**config.mk**
```make
export PLATFORM = sky130hd
export DESIGN_NAME = doorlock_entry_ctrl
export DESIGN_NICKNAME = d
export VERILOG_FILES = /design/src/rtl/doorlock_pkg.sv /design/src/rtl/doorlock_digit_buf.sv /design/src/rtl/doorlock_entry_ctrl.sv
export SDC_FILE = /design/constraint.sdc
export NUM_CORES = 1
export LEC_CHECK = 0
export CORE_MARGIN = 3
export CORE_UTILIZATION = 58
export CTS_CLUSTER_DIAMETER = 30
export CTS_CLUSTER_SIZE = 14
export DETAILED_ROUTE_END_ITERATION = 6
export GPL_ROUTABILITY_DRIVEN = 0
export HOLD_SLACK_MARGIN = 0.05
export PLACE_DENSITY_LB_ADDON = 0.1
export SETUP_SLACK_MARGIN = 0.4
export SLEW_MARGIN = 20
export SYNTH_ARGS = -nofsm -noshare
export SYNTH_HDL_FRONTEND = slang
export SYNTH_HIERARCHICAL = 1
export SYNTH_SLANG_ARGS = --single-unit
export TNS_END_PERCENT = 10
```
**constraint.sdc**
```tcl
create_clock -name clk -period 2.9 [get_ports clk]
set_clock_uncertainty 0.05 [all_clocks]
set_input_delay 0.58 -clock clk [delete_from_list [all_inputs] [get_ports clk]]
set_output_delay 0.58 -clock clk [all_outputs]
set_load 0.01 [all_outputs]
```
**src/rtl/doorlock_pkg.sv**
```systemverilog
// doorlock_pkg: shared constants, state encoding and helpers for the
// door-lock passcode entry block (doorlock_entry_ctrl, doorlock_digit_buf).
package doorlock_pkg;

  // Width of one BCD digit in the edit buffer and stored passcode.
  localparam int DIGIT_W = 4;

  // Key codes delivered by the debounced switch front end.
  localparam logic [3:0] KEY_NONE  = 4'd0;
  localparam logic [3:0] KEY_CHDIG = 4'd1;
  localparam logic [3:0] KEY_NUMUP = 4'd2;
  localparam logic [3:0] KEY_A     = 4'd11;
  localparam logic [3:0] KEY_B     = 4'd12;

  // Lock controller states; exported on state_dbg for observation.
  typedef enum logic [1:0] {
    ENTRY    = 2'd0,
    UNLOCKED = 2'd1,
    SET_NEW  = 2'd2,
    ALARM    = 2'd3
  } state_t;

  // BCD increment of one digit: 9 wraps back to 0.
  function automatic logic [DIGIT_W-1:0] bcd_inc(input logic [DIGIT_W-1:0] d);
    return (d == 4'd9) ? '0 : d + 4'd1;
  endfunction

  // Only these codes are meaningful; anything else never forms an event.
  function automatic logic is_key(input logic [3:0] k);
    return (k == KEY_CHDIG) || (k == KEY_NUMUP) || (k == KEY_A) || (k == KEY_B);
  endfunction

endpackage

```
**src/rtl/doorlock_digit_buf.sv**
```systemverilog
// doorlock_digit_buf: editable BCD digit buffer plus edit cursor.
// Strobes: clr (highest priority) zeroes digits and cursor; inc bumps the
// digit under the cursor; adv moves the cursor, wrapping at the last digit.
module doorlock_digit_buf
  import doorlock_pkg::*;
#(
  parameter int NUM_DIGITS = 4
) (
  input  logic                              clk,
  input  logic                              rst_n,
  input  logic                              inc,
  input  logic                              adv,
  input  logic                              clr,
  output logic [DIGIT_W*NUM_DIGITS-1:0]     digits,
  output logic [$clog2(NUM_DIGITS)-1:0]     cursor
);

  localparam int CW = $clog2(NUM_DIGITS);

  // Digit and cursor registers; clear wins over any edit in the same cycle.
  always_ff @(posedge clk or negedge rst_n) begin
    if (!rst_n) begin
      digits <= '0;
      cursor <= '0;
    end else if (clr) begin
      digits <= '0;
      cursor <= '0;
    end else begin
      if (inc) begin
        digits[cursor*DIGIT_W +: DIGIT_W] <= bcd_inc(digits[cursor*DIGIT_W +: DIGIT_W]);
      end
      if (adv) begin
        cursor <= (cursor == CW'(NUM_DIGITS - 1)) ? '0 : cursor + CW'(1);
      end
    end
  end

endmodule

```
**src/rtl/doorlock_entry_ctrl.sv**
```systemverilog
// doorlock_entry_ctrl: door-lock passcode entry controller.
// key_code is a level held by the switch front end for many cycles; a key
// event is the first cycle a recognised nonzero code differs from the code
// seen on the previous cycle, so a held key acts once and a direct change
// from one code to another acts again. Outputs follow an event on the same
// clock edge that samples it.
// Optional build macro DOORLOCK_AUTOLOCK_EN: UNLOCKED relocks itself after
// UNLOCK_CYCLES without key events; without it UNLOCKED persists.
module doorlock_entry_ctrl
  import doorlock_pkg::*;
#(
  parameter int                            NUM_DIGITS    = 4,
  parameter logic [DIGIT_W*NUM_DIGITS-1:0] DEFAULT_CODE  = '0,
  parameter int                            MAX_FAIL      = 3,
  parameter int                            ALARM_CYCLES  = 625_000_000,
  parameter int                            UNLOCK_CYCLES = 625_000_000
) (
  input  logic                              clk,
  input  logic                              rst_n,
  input  logic [3:0]                        key_code,
  output logic [DIGIT_W*NUM_DIGITS-1:0]     digits,
  output logic [$clog2(NUM_DIGITS)-1:0]     cursor,
  output logic                              unlocked,
  output logic                              alarm,
  output logic [$clog2(MAX_FAIL+1)-1:0]     fail_cnt,
  output logic                              set_mode,
  output logic [1:0]                        state_dbg
);

  localparam int FW = $clog2(MAX_FAIL + 1);
  localparam int AW = (ALARM_CYCLES > 1) ? $clog2(ALARM_CYCLES) : 1;

  state_t                        state, state_n;
  logic [3:0]                    key_q;
  logic                          key_ev;
  logic [FW-1:0]                 fail_n;
  logic [DIGIT_W*NUM_DIGITS-1:0] stored, stored_n;
  logic [AW-1:0]                 atmr, atmr_n;
  logic                          buf_inc, buf_adv, buf_clr;

`ifdef DOORLOCK_AUTOLOCK_EN
  localparam int UW = (UNLOCK_CYCLES > 1) ? $clog2(UNLOCK_CYCLES) : 1;
  logic [UW-1:0] utmr, utmr_n;
`else
  logic unused_unlock_cfg;
  assign unused_unlock_cfg = ^UNLOCK_CYCLES;
`endif

  assign key_ev = (key_code != KEY_NONE) && (key_code != key_q) && is_key(key_code);

  doorlock_digit_buf #(
    .NUM_DIGITS (NUM_DIGITS)
  ) u_digit_buf (
    .clk    (clk),
    .rst_n  (rst_n),
    .inc    (buf_inc),
    .adv    (buf_adv),
    .clr    (buf_clr),
    .digits (digits),
    .cursor (cursor)
  );

  // State, failure count, stored passcode, timers and the key history.
  always_ff @(posedge clk or negedge rst_n) begin
    if (!rst_n) begin
      state    <= ENTRY;
      key_q    <= KEY_NONE;
      fail_cnt <= '0;
      stored   <= DEFAULT_CODE;
      atmr     <= '0;
`ifdef DOORLOCK_AUTOLOCK_EN
      utmr     <= '0;
`endif
    end else begin
      state    <= state_n;
      key_q    <= key_code;
      fail_cnt <= fail_n;
      stored   <= stored_n;
      atmr     <= atmr_n;
`ifdef DOORLOCK_AUTOLOCK_EN
      utmr     <= utmr_n;
`endif
    end
  end

  // Next-state, buffer edit strobes and bookkeeping for each lock state.
  always_comb begin
    state_n  = state;
    fail_n   = fail_cnt;
    stored_n = stored;
    atmr_n   = atmr;
    buf_inc  = 1'b0;
    buf_adv  = 1'b0;
    buf_clr  = 1'b0;
`ifdef DOORLOCK_AUTOLOCK_EN
    utmr_n   = '0;
`endif
    case (state)
      ENTRY: begin
        if (key_ev) begin
          case (key_code)
            KEY_NUMUP: buf_inc = 1'b1;
            KEY_CHDIG: buf_adv = 1'b1;
            KEY_A: begin
              buf_clr = 1'b1;
              if (digits == stored) begin
                state_n = UNLOCKED;
                fail_n  = '0;
              end else if (fail_cnt == FW'(MAX_FAIL - 1)) begin
                state_n = ALARM;
                fail_n  = FW'(MAX_FAIL);
                atmr_n  = '0;
              end else begin
                fail_n  = fail_cnt + FW'(1);
              end
            end
            KEY_B:   buf_clr = 1'b1;
            default: ;
          endcase
        end
      end
      UNLOCKED: begin
        if (key_ev && key_code == KEY_A) begin
          state_n = ENTRY;
          buf_clr = 1'b1;
        end else if (key_ev && key_code == KEY_B) begin
          state_n = SET_NEW;
          buf_clr = 1'b1;
`ifdef DOORLOCK_AUTOLOCK_EN
        end else if (key_ev) begin
          // Ignored edit keys still count as activity and restart the timer.
          utmr_n = '0;
        end else if (utmr == UW'(UNLOCK_CYCLES - 1)) begin
          state_n = ENTRY;
          buf_clr = 1'b1;
        end else begin
          utmr_n = utmr + UW'(1);
`endif
        end
      end
      SET_NEW: begin
        if (key_ev) begin
          case (key_code)
            KEY_NUMUP: buf_inc = 1'b1;
            KEY_CHDIG: buf_adv = 1'b1;
            KEY_A: begin
              stored_n = digits;
              state_n  = ENTRY;
              buf_clr  = 1'b1;
            end
            KEY_B: begin
              state_n = UNLOCKED;
              buf_clr = 1'b1;
            end
            default: ;
          endcase
        end
      end
      ALARM: begin
        // Keys are ignored and the buffer is pinned to zero until timeout.
        buf_clr = 1'b1;
        if (atmr == AW'(ALARM_CYCLES - 1)) begin
          state_n = ENTRY;
          fail_n  = '0;
          atmr_n  = '0;
        end else begin
          atmr_n = atmr + AW'(1);
        end
      end
      default: state_n = ENTRY;
    endcase
  end

  assign unlocked  = (state == UNLOCKED) || (state == SET_NEW);
  assign alarm     = (state == ALARM);
  assign set_mode  = (state == SET_NEW);
  assign state_dbg = state;

endmodule

```
==> results.yml <==
layout:
  final_nets: 465
  register_area_mm2: 0.00180
  post_route_cells_drive_above_1_share: 0.180
  layoutNonFillerInstCount: 528
  num-fill-cells: 465
  multi_input_comb_area_mm2: 0.00215
  diodes: 0
  synthToLayoutAreaGrowth_pct: 20.8
  final_core_util: 0.739
clock_tree:
  max_h_tree_level: 3
  cts.root.buffer_cell: "sky130_fd_sc_hd__clkbuf_8"
  clock_insertion_delay_worst_skew_ns: 0.35
  total_number_of_clock_tree_sinks: 72
  cts_buffers: 9
  cts_tree: "built"
  clk_transition_reported_paths_ns: 0.08
  largest_buffer_count_on_any_clock_path: 2
timing:
  finalSetupViolations: 0
  max-slew-margin-rel: 0.528
  whs_ns: 0.185
  achievable-frequency_mhz: 408
  hold_viol: 0
  finalWorstPathRequiredPeriod_ns: 2.45
  post-route-period-util: 0.846
  rsz0062_at_grt: "true"
  actual_transition_at_the_worst_max_transition_pin_ns: 0.703
  report.final.slew_viol_count: 0
drt:
  avgViaCountPerCell: 6.29
  detail_route.wirelength_mm: 9.32
  post-route-drc-count: 0
  drt_pass1_iterations: 5
  detail_route.iter0.violations: 265
  drt-wirelength-per-cell_um: 17.6
  vias: 3321
  postRouteAntennaNets: 0
floorplan:
  floorplan.io_pins: 31
  die_height_um: 88.8
  die-area_mm2: 0.00788
  num_rows: 29
  coreArea_mm2: 0.00649
  die_x_um: 88.8
  starting_density: 0.612
worst_setup_path:
  critical_path_capture_point_type: "output port"
  worstPathMaxFanout: 5
  crit_path_arrival_time_ns: 1.82
  critPathSlowestCell: "sky130_fd_sc_hd__clkdlybuf4s50_1"
  critical_path_class: "register to output port"
  worst_setup_path_start_kind: "register"
  cp_data_required_time_ns: 2.27
  worstPathCellList: "inv_1, ha_1, clkdlybuf4s50_1"
  worst_path_max_stage_delay_ns: 0.57
synth:
  synth_cell_types: 50
  synth_top_area_frac: 0.454
  yosys_most_used_dff: "sky130_fd_sc_hd__dfrtp_1"
  postSynthCellCount: 393
  synth_area_per_cell_um2: 10.1
  post_synth_most_frequent_cells: "sky130_fd_sc_hd__dfrtp_1, sky130_fd_sc_hd__o21ai_0, sky130_fd_sc_hd__nand2_1"
  synthMostInstantiatedCell: "sky130_fd_sc_hd__dfrtp_1"
  async_flop_share: 1.00
  synthesis.nets: 411
  synthTopCellsByArea: "sky130_fd_sc_hd__dfrtp_1, sky130_fd_sc_hd__mux2_2, sky130_fd_sc_hd__o31ai_1"
  synth_top_cell_by_area: "sky130_fd_sc_hd__dfrtp_1"
  post_synth_instance_area_mm2: 0.00397
  yosys_register_bits: 72
  synth-warning-count: 6
  synth_sequential_area_ratio: 0.454
  synth_edf_count: 0
grt:
  track_usage: 0.247
  first_global_vias: 2991
  antenna_violations_before_repair: 0
  grt_start_max_net_pins: 73
  grt_remaining_overflow: 0
  global_route_wire_length_before_repair_mm: 14.9
power:
  vdd_drop_max_mv: 0.395
  powerDensity_mw_per_mm2: 668
  leakagePower_nw: 2.13
  total_power_mw: 3.20
placed_design:
  sum_of_net_half_perimeters_after_detailed_placement_mm: 6.33
  dpl.cell_count: 509
  port-buffer-count: 30
flow_run:
  drv_cap: 0
min_path:
  holdCritPathClass: "primary input to async pin"
outcome:
  outcome: "finished clean"
-- through the flow --
stage / setup TNS [ns] / instance area, um2 / worst slack, ns
floorplan: 0 / 3970 / 0.408
global placement: 0 / 4480 / 0.0356
detailed placement: -0.456 / 4480 / -0.0773
CTS: 0 / 4680 / 0.374
global route: 0 / 4800 / 0.377
finish: 0 / 4800 / 0.448
-- state kept, by name (all words and copies together) (netlist names) --
signal / count
fail_cnt: 2
atmr: 30
u_digit_buf/digits: 16
stored: 16
key_q: 4
state_dbg: 2
u_digit_buf/cursor: 2
-- layout by cell type (no fill, tap or decap), drive strengths merged, types with 4 or more instances in the layout --
cell type	Yosys	routed
clkbuf	6	11
mux2	16	16
mux4	4	4
buf	6	26
nand4	6	6
dfrtp	72	72
nor4b	4	4
nand2b	5	5
nor2	22	22
xor2	16	16
and2	8	8
clkdlybuf4s50	0	27
a21oi	13	13
or3	5	5
a22o	12	12
inv	15	15
o21ai	42	42
ha	12	12
o31ai	25	25
nand3b	4	4
and3	4	4
xnor2	5	5
a31oi	9	9
nor4	7	7
nand3	18	18
nand2	27	27
nor3	8	8
-- cell families (layout without fill, tap and decap cells) --
| family | after synthesis | count (layout) | synth area share |
|---|---|---|---|
| buffers and inverters | 27 | 85 | 0.0290 |
| adder cells (fa/ha/maj) | 12 | 12 | 0.0378 |
| XOR/XNOR | 21 | 21 | 0.0463 |
| multiplexers | 23 | 23 | 0.0756 |
| flip-flops | 72 | 72 | 0.454 |
| AND/OR/NAND/NOR | 127 | 127 | 0.174 |
| AO/OA/AOI/OAI | 111 | 111 | 0.184 |
-- worst max-delay path: cells and delay by family (launching register included) --
| family | cells | cell delay (ns) |
|---|---|---|
| buf+inv | 2 | 0.77 |
| fa+ha+maj | 1 | 0.29 |
| flops | 1 | 0.42 |
-- timing repair --
action                     CTS  global route
pin swaps                    0             2
buffers inserted             0             4
setup endpoints to repair   24            49
gates resized for setup      2            15
hold buffers                 0             0
-- worst paths after layout --
path | from | to | slack [ns] | cells after the start
worst min-delay path | rst_n | key_q[0]$_DFF_PN0_ | 0.18 | 2
worst max register to register | atmr[28]$_DFFE_PN0P_ | fail_cnt[1]$_DFFE_PN0P_ | 0.47 | 5
worst max-delay path | state_dbg[0]$_DFFE_PN0P_ | set_mode | 0.45 | 3
worst min register to register | atmr[29]$_DFFE_PN0P_ | atmr[29]$_DFFE_PN0P_ | 0.45 | 1
max in group asynchronous | rst_n | atmr[6]$_DFFE_PN0P_ | 2.28 | 2
min in group clk | key_code[0] | key_q[0]$_DFF_PN0_ | 0.43 | 1
-- per-layer routing --
metal / global-route usage / routed length (um) / part of all wire
met5: 0 / 0 / 0
met4: 0.0865 / 103 / 0.011
met3: 0.0400 / 434 / 0.047
met2: 0.371 / 4220 / 0.45
met1: 0.363 / 4560 / 0.49
-- report_power, final --
part | internal (mW) | total [mW] | switching [mW]
Combinational | 0.555 | 1.31 | 0.757
Clock | 0.412 | 0.776 | 0.364
Sequential | 1.06 | 1.12 | 0.0615
Total | 2.02 | 3.20 | 1.18
-- final cells by class --
cell class,count,share of cell area
inverter,15,0.0117
sequential,72,0.376
timing repair buffer,55,0.105
tap,77,0.0201
clock buffer,11,0.0295
clock inverter,4,0.00939
multi-input combinational,294,0.448
No activity file was read; power rests on OpenSTA's default activity.
==> patch 1 (same settings) <==
`NUM_DIGITS` is set to 4 in 2 places; all go to 16.
--- a/src/rtl/doorlock_digit_buf.sv
+++ b/src/rtl/doorlock_digit_buf.sv
@@ -6,3 +6,3 @@
 #(
-  parameter int NUM_DIGITS = 4
+  parameter int NUM_DIGITS = 16
 ) (
--- a/src/rtl/doorlock_entry_ctrl.sv
+++ b/src/rtl/doorlock_entry_ctrl.sv
@@ -11,3 +11,3 @@
 #(
-  parameter int                            NUM_DIGITS    = 4,
+  parameter int                            NUM_DIGITS    = 16,
   parameter logic [DIGIT_W*NUM_DIGITS-1:0] DEFAULT_CODE  = '0,
Ports: changed (resized cursor and digits); port bits go from 31 to 81. No check against the original RTL was run, so the function may have changed too.
==> patch 1 against the unedited design <==
  * Highest routed layer unchanged
  * Total power grew 55%
  * Routed wire length grew to 3.2 times the old value
  * Via count grew 140%
  * Design area grew to 2.5 times the old value
  * Clock power grew to 3.2 times the old value
  * Register-to-register slack lost 0.32 ns
  * Sequential cell count grew 98
  * Global-route usage grew 8.9 points
  * Utilization grew 5.3 points
  * Synthesized area grew 130%
  * Worst setup slack lost 0.30 ns
  * Critical endpoint is now u_digit_buf/digits[48]
==> patch 1: results (changes against the unedited design) <==
status -> completed (unchanged)
Post-Synth XOR/XNOR Area -> 6.637% (was 4.630%)
final wirelength -> 29470 um (was 9315 um)
Pleak -> 5.221 nW (was 2.134 nW)
Least-Margin Pin Slew -> 0.5877 ns (was 0.7030 ns)
DR vias/cell -> 6.602 (was 6.290)
Max FO, Critical Path -> 8 (was 5)
R2R setup slack -> 0.15 ns (was 0.47 ns)
Clock H-tree levels -> 4 (was 3)
Global Route met3 Usage -> 8.423% (was 4.004%)
DRT iter0 DRCs -> 1005 (was 265)
total track usage -> 33.61% (was 24.73%)
layout cell share with drive strength beyond 1 -> 32.25% (was 17.96%)
share of synthesized area spent on multiplexers -> 12.64% (was 7.559%)
Clk Latency, worst-skew pair -> 0.44 ns (was 0.35 ns)
vias in the first global route -> 8182 (was 2991)
register area share after synthesis -> 46.72% (was 45.35%)
Post-Place Setup Slack -> -0.2047 ns (was -0.07727 ns)
CTS root buf -> clkbuf_16 (was clkbuf_8)
adder-cell area share of the yosys netlist -> 1.924% (was 3.780%)
cts bufs inserted -> 17 (was 9)
Worst R2R Path Depth -> 11 (was 5)
Post-Syn Area per Cell -> 11.21 um2 (was 10.11 um2)
VDD IR-drop max -> 0.4415 mV (was 0.3955 mV)
placed cell count -> 1175 (was 509)
DP Wirelength -> 19700 um (was 6329 um)
biggest regs -> stored: 64 flops, u_digit_buf/digits: 64 flops, atmr: 30 flops (was atmr: 30 flops, stored: 16 flops, u_digit_buf/digits: 16 flops)
# port buffers -> 80 (was 30)
DR vias -> 8107 (was 3321)
Synth Area in Compound Gates -> 14.64% (was 18.36%)
fmax -> 363.3 MHz (was 407.8 MHz)
largest net degree at the start of global routing -> 54 (was 73)
## patch 1: power breakdown
group	switching (mW)	total (mW)	internal, mW
clock network	1.00	2.50	1.50
logic	0.0623	0.0866	0.0243
registers	0.00252	2.38	2.37
total	1.07	4.96	3.89
## patch 1: how the worst min path moves through the flow
stage	from	to	slack, ns	depth (start not counted)
after floorplan	rst_n	atmr[0]	0.23	0
after global placement	atmr[29]	atmr[29]	0.41	1
after detailed placement	atmr[29]	atmr[29]	0.41	1
after CTS	rst_n	stored[19]	0.06	1
after global routing	rst_n	stored[29]	0.07	1
final	rst_n	stored[29]	0.05	1
## patch 1: cell families (layout without fill, tap and decap cells)
family	Yosys count	in the layout
compound gates	178	179
xor+xnor	69	69
fa+ha+maj	14	14
buf+inv	62	266
flops	170	170
mux	87	87
simple gates	232	232
## patch 1: area by class of cell
cell class | instances | share of cell area (%)
multi-input cells | 581 | 40.75
flip-flops and latches | 170 | 35.25
clock buffers | 19 | 3.749
inverters | 24 | 0.7663
clock inverters | 13 | 1.574
well taps | 211 | 2.185
repair buffers | 210 | 15.73
## patch 1: layer usage
| layer | part of all wire [%] | wire length (um) |
|---|---|---|
| met1 | 36 | 10560 |
| met2 | 49 | 14310 |
| met3 | 9.4 | 2763 |
| met4 | 6.2 | 1833 |
| met5 | 0 | 0 |
## patch 1: what timing repair did
| item | CTS | global route |
|---|---|---|
| pin swaps | 11 | 17 |
| resized for setup | 40 | 45 |
| gates cloned | 1 | 1 |
| setup buffers | 13 | 6 |
| endpoints found under the setup margin | 97 | 99 |
==> patch 2 (same flow settings) <==
Without the edit above. Register the input `key_code` before use, cleared by the reset. The logic sees it one clock later. Comments in the files are not updated.
--- a/src/rtl/doorlock_entry_ctrl.sv
+++ b/src/rtl/doorlock_entry_ctrl.sv
@@ -32,2 +32,12 @@
 
+  logic [3:0] key_code_q;
+
+  always_ff @(posedge clk or negedge rst_n) begin
+    if (!rst_n) begin
+      key_code_q <= '0;
+    end else begin
+      key_code_q <= key_code;
+    end
+  end
+
   state_t                        state, state_n;
@@ -48,3 +58,3 @@
 
-  assign key_ev = (key_code != KEY_NONE) && (key_code != key_q) && is_key(key_code);
+  assign key_ev = (key_code_q != KEY_NONE) && (key_code_q != key_q) && is_key(key_code_q);
 
@@ -75,3 +85,3 @@
       state    <= state_n;
-      key_q    <= key_code;
+      key_q    <= key_code_q;
       fail_cnt <= fail_n;
@@ -100,3 +110,3 @@
         if (key_ev) begin
-          case (key_code)
+          case (key_code_q)
             KEY_NUMUP: buf_inc = 1'b1;
@@ -122,6 +132,6 @@
       UNLOCKED: begin
-        if (key_ev && key_code == KEY_A) begin
+        if (key_ev && key_code_q == KEY_A) begin
           state_n = ENTRY;
           buf_clr = 1'b1;
-        end else if (key_ev && key_code == KEY_B) begin
+        end else if (key_ev && key_code_q == KEY_B) begin
           state_n = SET_NEW;
@@ -142,3 +152,3 @@
         if (key_ev) begin
-          case (key_code)
+          case (key_code_q)
             KEY_NUMUP: buf_inc = 1'b1;
Check against the original RTL: not equivalent (a bounded check fails within 4 cycles, from zero or initial values and one cycle with rst_n low).
==> patch 2 against the unedited design <==
  * Critical path depth did not move
  * Sequential cell count increased by 4
  * Largest power group is now registers
  * Maximum frequency up 1.6%
  * Hold slack improved by 0.12 ns
  * Total power fell by 9.5%
  * Synthesized area increased by 3.1%
  * Routed wire length is 7.9% lower
  * Clock power decreased by 3.0%
  * Worst setup slack improved by 0.038 ns
  * Utilization shrank 4.4 points
  * Combinational power shrank 28%
  * Design area shrank 1.1%
  * Sequential share of layout area is 2.5 points higher
==> patch 2: results (changes against the unedited design) <==
register area share after synthesis -> 46.43% (was 45.35%)
DR vias/cell -> 6.071 (was 6.290)
DP Wirelength -> 5890 um (was 6329 um)
CTS root buf -> clkbuf_8 (unchanged)
first-pass GRT wire length -> 14790 um (was 14900 um)
nets@finish -> 441 (was 465)
Async SR Flop Fraction -> 100.0% (unchanged)
Max FO, Critical Path -> 6 (was 5)
Final Instance Count excl. Fillers -> 524 (was 528)
Synth top cells by count -> 76 x dfrtp_1, 31 x a21oi_1, 21 x nand2_1, 18 x o21ai_0, 18 x xor2_1 (was 72 x dfrtp_1, 34 x o21ai_0, 27 x nand2_1, 24 x o31ai_1, 22 x nor2_1)
final wirelength -> 8577 um (was 9315 um)
post-synthesis net count -> 400 (was 411)
total track usage -> 22.36% (was 24.73%)
layout cell share with drive strength beyond 1 -> 16.59% (was 17.96%)
Post-Syn Area per Cell -> 10.72 um2 (was 10.11 um2)
placed cell count -> 507 (was 509)
Post-Place Setup Slack -> 0.3243 ns (was -0.07727 ns)
Synth Area in Compound Gates -> 14.66% (was 18.36%)
# port buffers -> 30 (unchanged)
vias in the first global route -> 3087 (was 2991)
biggest regs -> atmr: 30 flops, stored: 16 flops, u_digit_buf/digits: 16 flops (unchanged)
Post-synth top flop -> dfrtp_1 (unchanged)
Fill cells -> 541 (was 465)
Post-Synth XOR/XNOR Area -> 4.856% (was 4.630%)
drt first pass iters -> 4 (was 5)
Least-Margin Pin Slew -> 0.9207 ns (was 0.7030 ns)
DRT iter0 DRCs -> 140 (was 265)
adder-cell area share of the yosys netlist -> 3.665% (was 3.780%)
Hold Crit Class -> in2async (unchanged)
Pleak -> 2.079 nW (was 2.134 nW)
largest net degree at the start of global routing -> 77 (was 73)
share of synthesized area spent on multiplexers -> 7.850% (was 7.559%)
DP Area -> 4513 um2 (was 4483 um2)
Area contributors post-synth -> dfrtp_1 46%, mux2_2 4.7%, xor2_1 3.8% (was dfrtp_1 45%, mux2_2 4.5%, o31ai_1 4.5%)
cts bufs inserted -> 9 (unchanged)
initial antenna violation count -> 0 (unchanged)
VDD IR-drop max -> 0.4995 mV (was 0.3955 mV)
Slowest-stage cell, CP -> clkdlybuf4s50_1 (unchanged)
status -> completed (unchanged)
Netlist cell types -> 56 (was 50)
Max stage delay on crit path -> 0.55 ns (was 0.57 ns)
==> patch 2: critical path: cells and delay by family (launching register included) <==
kind                     cells  cell delay (ns)
flip-flops                   1             0.39
buffers and inverters        2             0.65
adder cells (fa/ha/maj)      1             0.40
==> patch 2: cells by family after synthesis <==
logic type,after synthesis
adders and majority gates,12
DFF,76
muxes,25
and+or+nand+nor,128
xor gates and xnor gates,21
buffers and inverters,27
AOI/OAI and AO/OA,93
==> patch 2: worst paths after layout <==
check / to / depth (start not counted) / from / slack, ns
max: unlocked / 3 / state_dbg[1] / 0.49
min: atmr[25] / 1 / rst_n / 0.31
max reg2reg: u_digit_buf/digits[7] / 6 / u_digit_buf/cursor[0] / 0.56
min in group clk: key_q[3] / 0 / key_code_q[3] / 0.41
max in group asynchronous: state_dbg[0] / 1 / rst_n / 1.90
min reg2reg: key_q[3] / 0 / key_code_q[3] / 0.41
==> patch 2: routing by layer <==
layer	wire length (um)	global-route usage, %	vias to the layer above
met4	177	9.439	0
li1	-	-	1532
met3	339	5.021	16
met5	0	0	-
met1	3780	28.33	1566
met2	4280	37.03	67
==> patch 2: what timing repair did <==
action	in CTS	in global routing
gates resized for setup	1	9
buffers inserted	0	1
pin swaps	0	1
setup endpoints to repair	13	42
==> patch 2: layout make-up <==
type	instances	area share (%)
well taps	96	2.532
multi-input cells	279	44.20
repair buffers	40	7.938
inverters	17	1.345
clock buffers	10	2.901
clock inverters	6	1.002
flip-flops and latches	76	40.08
==> patch 2: metrics by stage <==
stage	util, %	total power [mW]	hold slack, ns
finish	69.45	2.900	0.3083
CTS	68.85	2.915	0.3501
global route	69.45	3.067	0.3713
floorplan	-	1.825	0.2344
global placement	66.06	2.131	0.3949
detailed placement	66.06	2.150	0.3941
==> patch 2: power breakdown <==
group	total [mW]	internal, mW	switching, mW
Combinational	0.941	0.375	0.566
Sequential	1.21	1.12	0.0896
Clock	0.753	0.341	0.412
